==> src/rtl/uart_boot_ctrl.sv <==
// uart_boot_ctrl: assembles little-endian 32-bit words from a UART byte
// stream and writes them into instruction memory, then data memory, while
// holding the CPU in reset. An idle timeout ends a short image early.
// Optional build macro BOOT_CHECKSUM_EN: a trailing checksum word is
// compared against the wrap-around sum of every written word.
module uart_boot_ctrl #(
  parameter int ADDR_W      = 14,
  parameter int NUM_IWORDS  = 16384,
  parameter int NUM_DWORDS  = 16384,
  parameter int TIMEOUT_CYC = 1000000
) (
  input  logic              cpuclk,
  input  logic              rst_n,
  input  logic              rx_valid,
  input  logic [7:0]        rx_data,
  output logic              mem_we,
  output logic              mem_sel,
  output logic [ADDR_W-1:0] mem_addr,
  output logic [31:0]       mem_wdata,
  output logic              uart_done,
  output logic              cpu_rst_n,
  output logic              boot_err
);

  localparam int IDLE_W = $clog2(TIMEOUT_CYC + 1);

  typedef enum logic [2:0] {IDLE, RECV, WRITE, CHECK, DONE} state_t;

  state_t              state_q, state_d;
  logic [1:0]          cnt_q, cnt_d;      // bytes already held in word_q
  logic [23:0]         word_q, word_d;    // low three bytes of the word in flight
  logic [IDLE_W-1:0]   idle_q, idle_d;
  logic                flush_q, flush_d;  // current WRITE is a timeout flush
  logic                sel_q, sel_d;
  logic [ADDR_W-1:0]   addr_q, addr_d;
  logic [31:0]         wdata_q, wdata_d;
  logic                done_q, done_d;
  logic                crst_q, crst_d;
  logic                err_q, err_d;
`ifdef BOOT_CHECKSUM_EN
  logic [31:0]         sum_q, sum_d;
`endif

  // State and datapath registers; reset clears everything at once.
  always_ff @(posedge cpuclk or negedge rst_n) begin
    if (!rst_n) begin
      state_q <= IDLE;
      cnt_q   <= '0;
      word_q  <= '0;
      idle_q  <= '0;
      flush_q <= 1'b0;
      sel_q   <= 1'b0;
      addr_q  <= '0;
      wdata_q <= '0;
      done_q  <= 1'b0;
      crst_q  <= 1'b0;
      err_q   <= 1'b0;
`ifdef BOOT_CHECKSUM_EN
      sum_q   <= '0;
`endif
    end else begin
      state_q <= state_d;
      cnt_q   <= cnt_d;
      word_q  <= word_d;
      idle_q  <= idle_d;
      flush_q <= flush_d;
      sel_q   <= sel_d;
      addr_q  <= addr_d;
      wdata_q <= wdata_d;
      done_q  <= done_d;
      crst_q  <= crst_d;
      err_q   <= err_d;
`ifdef BOOT_CHECKSUM_EN
      sum_q   <= sum_d;
`endif
    end
  end

  // Next-state logic: byte assembly, write sequencing, idle timeout.
  always_comb begin
    state_d = state_q;
    cnt_d   = cnt_q;
    word_d  = word_q;
    idle_d  = idle_q;
    flush_d = flush_q;
    sel_d   = sel_q;
    addr_d  = addr_q;
    wdata_d = wdata_q;
    done_d  = done_q;
    err_d   = err_q;
`ifdef BOOT_CHECKSUM_EN
    sum_d   = sum_q;
`endif
    // CPU is released the cycle after done, and never on an image error
    crst_d  = done_q & ~err_q;

    unique case (state_q)
      IDLE: begin
        if (rx_valid) begin
          word_d  = {16'h0, rx_data};
          cnt_d   = 2'd1;
          idle_d  = '0;
          state_d = RECV;
        end
      end

      RECV, CHECK: begin
        if (rx_valid) begin
          idle_d = '0;
          if (cnt_q == 2'd3) begin
            cnt_d  = '0;
            word_d = '0;
            if (state_q == RECV) begin
              wdata_d = {rx_data, word_q};
              state_d = WRITE;
            end
`ifdef BOOT_CHECKSUM_EN
            else begin
              err_d   = ({rx_data, word_q} != sum_q);
              done_d  = 1'b1;
              state_d = DONE;
            end
`endif
          end else begin
            unique case (cnt_q)
              2'd0:    word_d[7:0]   = rx_data;
              2'd1:    word_d[15:8]  = rx_data;
              default: word_d[23:16] = rx_data;
            endcase
            cnt_d = cnt_q + 2'd1;
          end
        end else if (idle_q == IDLE_W'(TIMEOUT_CYC - 1)) begin
          // Timeout: flush a partial word (upper bytes already zero)
          cnt_d  = '0;
          word_d = '0;
`ifdef BOOT_CHECKSUM_EN
          // the checksum never arrived, so the image cannot be trusted
          err_d  = 1'b1;
`endif
          if (state_q == RECV && cnt_q != 2'd0) begin
            wdata_d = {8'h0, word_q};
            flush_d = 1'b1;
            state_d = WRITE;
          end else begin
            done_d  = 1'b1;
            state_d = DONE;
          end
        end else begin
          idle_d = idle_q + IDLE_W'(1);
        end
      end

      WRITE: begin
`ifdef BOOT_CHECKSUM_EN
        sum_d = sum_q + wdata_q;
`endif
        if (!sel_q && addr_q == ADDR_W'(NUM_IWORDS - 1)) begin
          sel_d  = 1'b1;
          addr_d = '0;
        end else begin
          addr_d = addr_q + ADDR_W'(1);
        end
        // A byte arriving during the write starts the next word
        if (rx_valid) begin
          word_d = {16'h0, rx_data};
          cnt_d  = 2'd1;
          idle_d = '0;
        end
        if (flush_q) begin
          flush_d = 1'b0;
          done_d  = 1'b1;
          state_d = DONE;
        end else if (sel_q && addr_q == ADDR_W'(NUM_DWORDS - 1)) begin
`ifdef BOOT_CHECKSUM_EN
          state_d = CHECK;
`else
          done_d  = 1'b1;
          state_d = DONE;
`endif
        end else begin
          state_d = RECV;
        end
      end

      default: ; // DONE: terminal, bytes ignored
    endcase
  end

  assign mem_we    = (state_q == WRITE);
  assign mem_sel   = sel_q;
  assign mem_addr  = addr_q;
  assign mem_wdata = wdata_q;
  assign uart_done = done_q;
  assign cpu_rst_n = crst_q;
  assign boot_err  = err_q;

endmodule
==> config.mk <==
export PLATFORM = sky130hd
export DESIGN_NAME = uart_boot_ctrl
export DESIGN_NICKNAME = d
export VERILOG_FILES = /design/src/rtl/uart_boot_ctrl.sv
export SDC_FILE = /design/constraint.sdc
export NUM_CORES = 1
export LEC_CHECK = 0
export BUFFER_PORTS_ARGS = -buffer_cell sky130_fd_sc_hd__buf_2
export CAP_MARGIN = 20
export CORE_UTILIZATION = 55
export CTS_CLUSTER_DIAMETER = 60
export DETAILED_ROUTE_END_ITERATION = 12
export PLACE_DENSITY = 0.78
export SLEW_MARGIN = 30
export SYNTH_ARGS = -nofsm -noshare
export SYNTH_HDL_FRONTEND = slang
export SYNTH_SLANG_ARGS = --single-unit
==> constraint.sdc <==
create_clock -name cpuclk -period 6.8 [get_ports cpuclk]
set_input_delay 1.36 -clock cpuclk [delete_from_list [all_inputs] [get_ports cpuclk]]
set_output_delay 1.36 -clock cpuclk [all_outputs]
set_load 0.005 [all_outputs]
==> impl_summary.md <==
Placement
In this run the cell area measured after placement is between 4000 and 5000 µm². The count of buffers added on input and output ports is 60. The worst slack at placement is 3250 ps. Detailed placement finished with a half-perimeter wire length of roughly 6300 µm. The final weighted congestion of routability-driven global placement is 0.827.

Drt
The residual antenna-violating net count after detailed routing is 0. The number of vias in the routed layout is about 3,200. For this run, design rule violations remaining after detail routing come to 0. The number of iterations in the first detailed-routing pass is 4.

The aggregate routed wire length is approximately 9000 µm. The initial detailed-routing violation count is 145. The via-per-instance ratio is between 5 and 6.

The routed wire length per instance is 16.1 µm.

Clocking
After clock tree synthesis, the flow added hold-fix buffers numbering 0. The post-CTS repair timing setup buffer count is 0. The number of H-tree levels is 3. The total clock sinks is 99.

The number of CTS-inserted buffers is 9. Clock tree synthesis selected as its root buffer the cell clkbuf_8. The number of buffers on the longest clock path is 2. Clock-pin slew was measured on the worst setup and hold paths at around 100 ps.

The CTS tree is built. For the worst-skew pair, the clock arrives at the later sink with an insertion delay of approximately 380 ps. Gates resized during post-CTS repair numbered 0.

Power and ir drop
The relative contribution of combinational cells to total power is ~3.9%. The net switching component of the power is 0.264 mW. The share of total power dissipated in sequential elements is a little under 60%. Cell internal power was estimated by the tool at 0.761 mW. Power comes to slightly above 1 mW. IR analysis of the VDD net gives a maximum drop of around 0.11 mV. The fraction of power spent switching nets is 25.8%. For this design the ratio of total power to cell area is between 150 and 200 nW/µm². Summed over all cells, the static leakage comes to 2.65 nW. The clock network is responsible for between 30% and 40% of the overall power.

Setup path
In this run the number of cells on the critical path is 6. By startpoint and endpoint, the worst setup path is classified as in2reg. The critical path goes through buf_2, nand2b_1, nor3_2, a31oi_4, buf_4, mux2_4. The kind of cell with the highest combined delay along the critical path is simple AND/OR/NAND/NOR gates. STA classifies the critical path startpoint as an input port. The type of element capturing the critical path is a flop. The largest fanout of any net on the critical path is 29. Together, buffers and inverters on the worst path number 2. The critical-path cell with the highest stage delay is nor3_2. The cell depth of the worst flop-to-flop path is 5. In this design, the stage delay of the slowest critical-path cell is about 700 ps. Data on the critical path is required at its endpoint by between 7000 and 8000 ps. For the worst setup path, the data arrival time is around 3400 ps.

Yosys
For this run, asynchronously set or reset flops after synthesis account for between 90% and 100%. Yosys instantiated no cell more often than dfrtp_1. Synthesis produced a netlist whose cell count is ~400. In this run, distinct cell masters in the synthesized netlist total 56. After synthesis, the mean cell area works out to 11.7 µm². Sorting the synthesized cells by how often they occur yields dfrtp_1, nor2_1, nand2_1, mux2_4, mux2_2. The area of the mapped netlist is between 4000 and 5000 µm².

The share of synthesized area in the top cell type comes to a little over half. The cell type with the highest aggregate area in the netlist is dfrtp_1. Ranked by total cell area, the synthesized netlist is headed by dfrtp_1, mux2_4, mux2_2, a22o_1, nor2_1. The number of synthesized register bits is 99. In the synthesized netlist the dominant register cell turns out to be dfrtp_1. The number of warning messages in the yosys log is 0.

The count of flip-flops with a built-in enable after synthesis is 0. The net count of the mapped netlist is just over 400. The share of the yosys chip area belonging to registers is 53.8%.

Floorplanning
The initial core utilization is roughly 56%. The floorplan row count is 33. 62 I/O pins were placed. The floorplan step defined a core boundary enclosing ~8200 µm².

The overall die area is 8740 µm². The die is ~93 µm tall. The width of the chip is just over 90 µm.

Finish
The total number of nets in the final design is about 470. The final standard cell area without fillers is 5200 µm². The sequential standard cell area is ~2500 µm². 0 antenna diodes ended up in the layout.

The share of post-route cells with drive strength above 1 is between 20% and 30%. Fill cells in the final layout number roughly 670. The multi-input combinational cells in the finished layout cover a total of roughly 2000 µm². From synthesis to final layout, the design area changed by 13.0%.

STA
The upper clock frequency limit is about 320 MHz. The worst path in the final design needs a cycle of ~3200 ps, including I/O delays and setup. On the final layout, the worst clock skew is 14.9 ps. At the pin with the least slew margin, the transition time is 929 ps. Setup repair after global routing left no endpoint under its margin. Measured against its own limit, the worst slew margin works out to 38.1%. The worst path meets setup with 3640 ps of slack. After routing, the total negative slack on setup checks comes to 0 ps. The number of setup violations in the final report is 0. In the finished design, the share of the clock period the worst path needs comes to between 40% and 50%. The number of endpoints with negative hold slack in the final report is 0. The final max-slew violation count is 0.

Global routing
The number of global-route vias before repair is 3,105. The global-route wire length before repair is 15,100 µm. The number of antenna violations at the first check in global routing came to 0. Global routing used approximately 22% of the available tracks. The overall overflow remaining after global route is 0. The largest net degree at the start of global routing is between 80 and 90.

Hold path
Along the worst hold path, the cell count comes to 0. The tightest min-delay check is of the reg2reg type.

Outcome
The run finished with clean final reports.

Job
Across the run, the number of max-cap violations was 0.
[cells by family (layout without fill, tap and decap cells)]
| group | count (synthesis) | after routing | share of synthesized area [%] |
|---|---|---|---|
| xor+xnor | 18 | 18 | 3.42 |
| simple gates | 140 | 140 | 16.6 |
| flops | 99 | 99 | 53.8 |
| other cells | 1 | 1 | 0.0814 |
| buf+inv | 26 | 89 | 2.61 |
| compound gates | 62 | 62 | 9.76 |
| fa+ha+maj | 5 | 5 | 1.36 |
| mux | 44 | 44 | 12.4 |
[worst paths after layout]
kind	slack, ps	startpoint	end
setup / recovery	3640	rx_valid	mem_wdata[20]
hold / removal	410	uart_done	cpu_rst_n
setup reg to reg	4030	state_q[0]	mem_wdata[20]
hold reg to reg	410	uart_done	cpu_rst_n
max in group asynchronous	5000	rst_n	mem_addr[0]
min in group asynchronous	820	rst_n	mem_wdata[5]
[routing by layer]
| metal | track usage (%) | part of all wire, % | vias up |
|---|---|---|---|
| li1 | - | - | 1530 |
| met1 | 30.6 | 47 | 1587 |
| met2 | 35.4 | 48 | 78 |
| met3 | 4.63 | 4.0 | 11 |
| met4 | 7.56 | 1.4 | 0 |
| met5 | 0 | 0 | - |
[power by group through the flow]
| stage | registers, mW | logic, mW | clock network, mW |
|---|---|---|---|
| global placement | 0.618 | 0.0392 | 0 |
| global route | 0.609 | 0.0457 | 0.413 |
| floorplan | 0.616 | 0.0173 | 0 |
| CTS | 0.607 | 0.0409 | 0.387 |
| finish | 0.607 | 0.0397 | 0.379 |
| detailed placement | 0.618 | 0.0407 | 0 |
[final cells by class]
cell class / count / share of cell area (%)
sequential: 99 / 47.6
multi-input combinational: 270 / 38.9
timing repair buffer: 64 / 6.47
tap: 105 / 2.53
clock buffer: 9 / 2.38
clock inverter: 7 / 1.49
inverter: 9 / 0.650
[state kept, by name, indices dropped and copies added, names as in the netlist, 2 cells and up]
register   cells
word_q        24
mem_wdata     32
state_q        3
cnt_q          2
idle_q        20
mem_addr      14
[metrics by stage]
stage | hold WS [ps] | util [%] | instances
floorplan | 390 | - | 395
global placement | 377 | 61.0 | 547
detailed placement | 391 | 61.2 | 547
CTS | 415 | 63.6 | 563
global route | 424 | 63.6 | 563
finish | 410 | 63.6 | 563
[worst register-to-register path, cell delays in order, from the launching register on]
cell and delay, ps:
dfrtp_1 650, nand2b_1 340, nor3_1 720, a31oi_4 250
buf_4 330, mux2_4 350
[placed cells by master, fill, tap and decap left out, drive strengths merged, types with 3 or more instances in the layout]
cell type  Yosys  layout
a21oi         10      10
nor2          35      35
a31oi          6       6
nand4         11      11
nand2         24      24
or2            3       3
o21ai         11      11
ha             5       5
mux2          40      40
inv            9      14
nor3b          5       5
clkbuf        11       9
and2          11      11
mux2i          4       4
buf            6      64
xnor2         10      10
dfrtp         99      99
nor2b          4       4
a22o          16      16
xor2           8       8
nand3          7       7
nor3          10      10
and3           6       6
nand2b        10      10
nor4           6       6
Note: power is estimated with default switching activity, not from simulation.
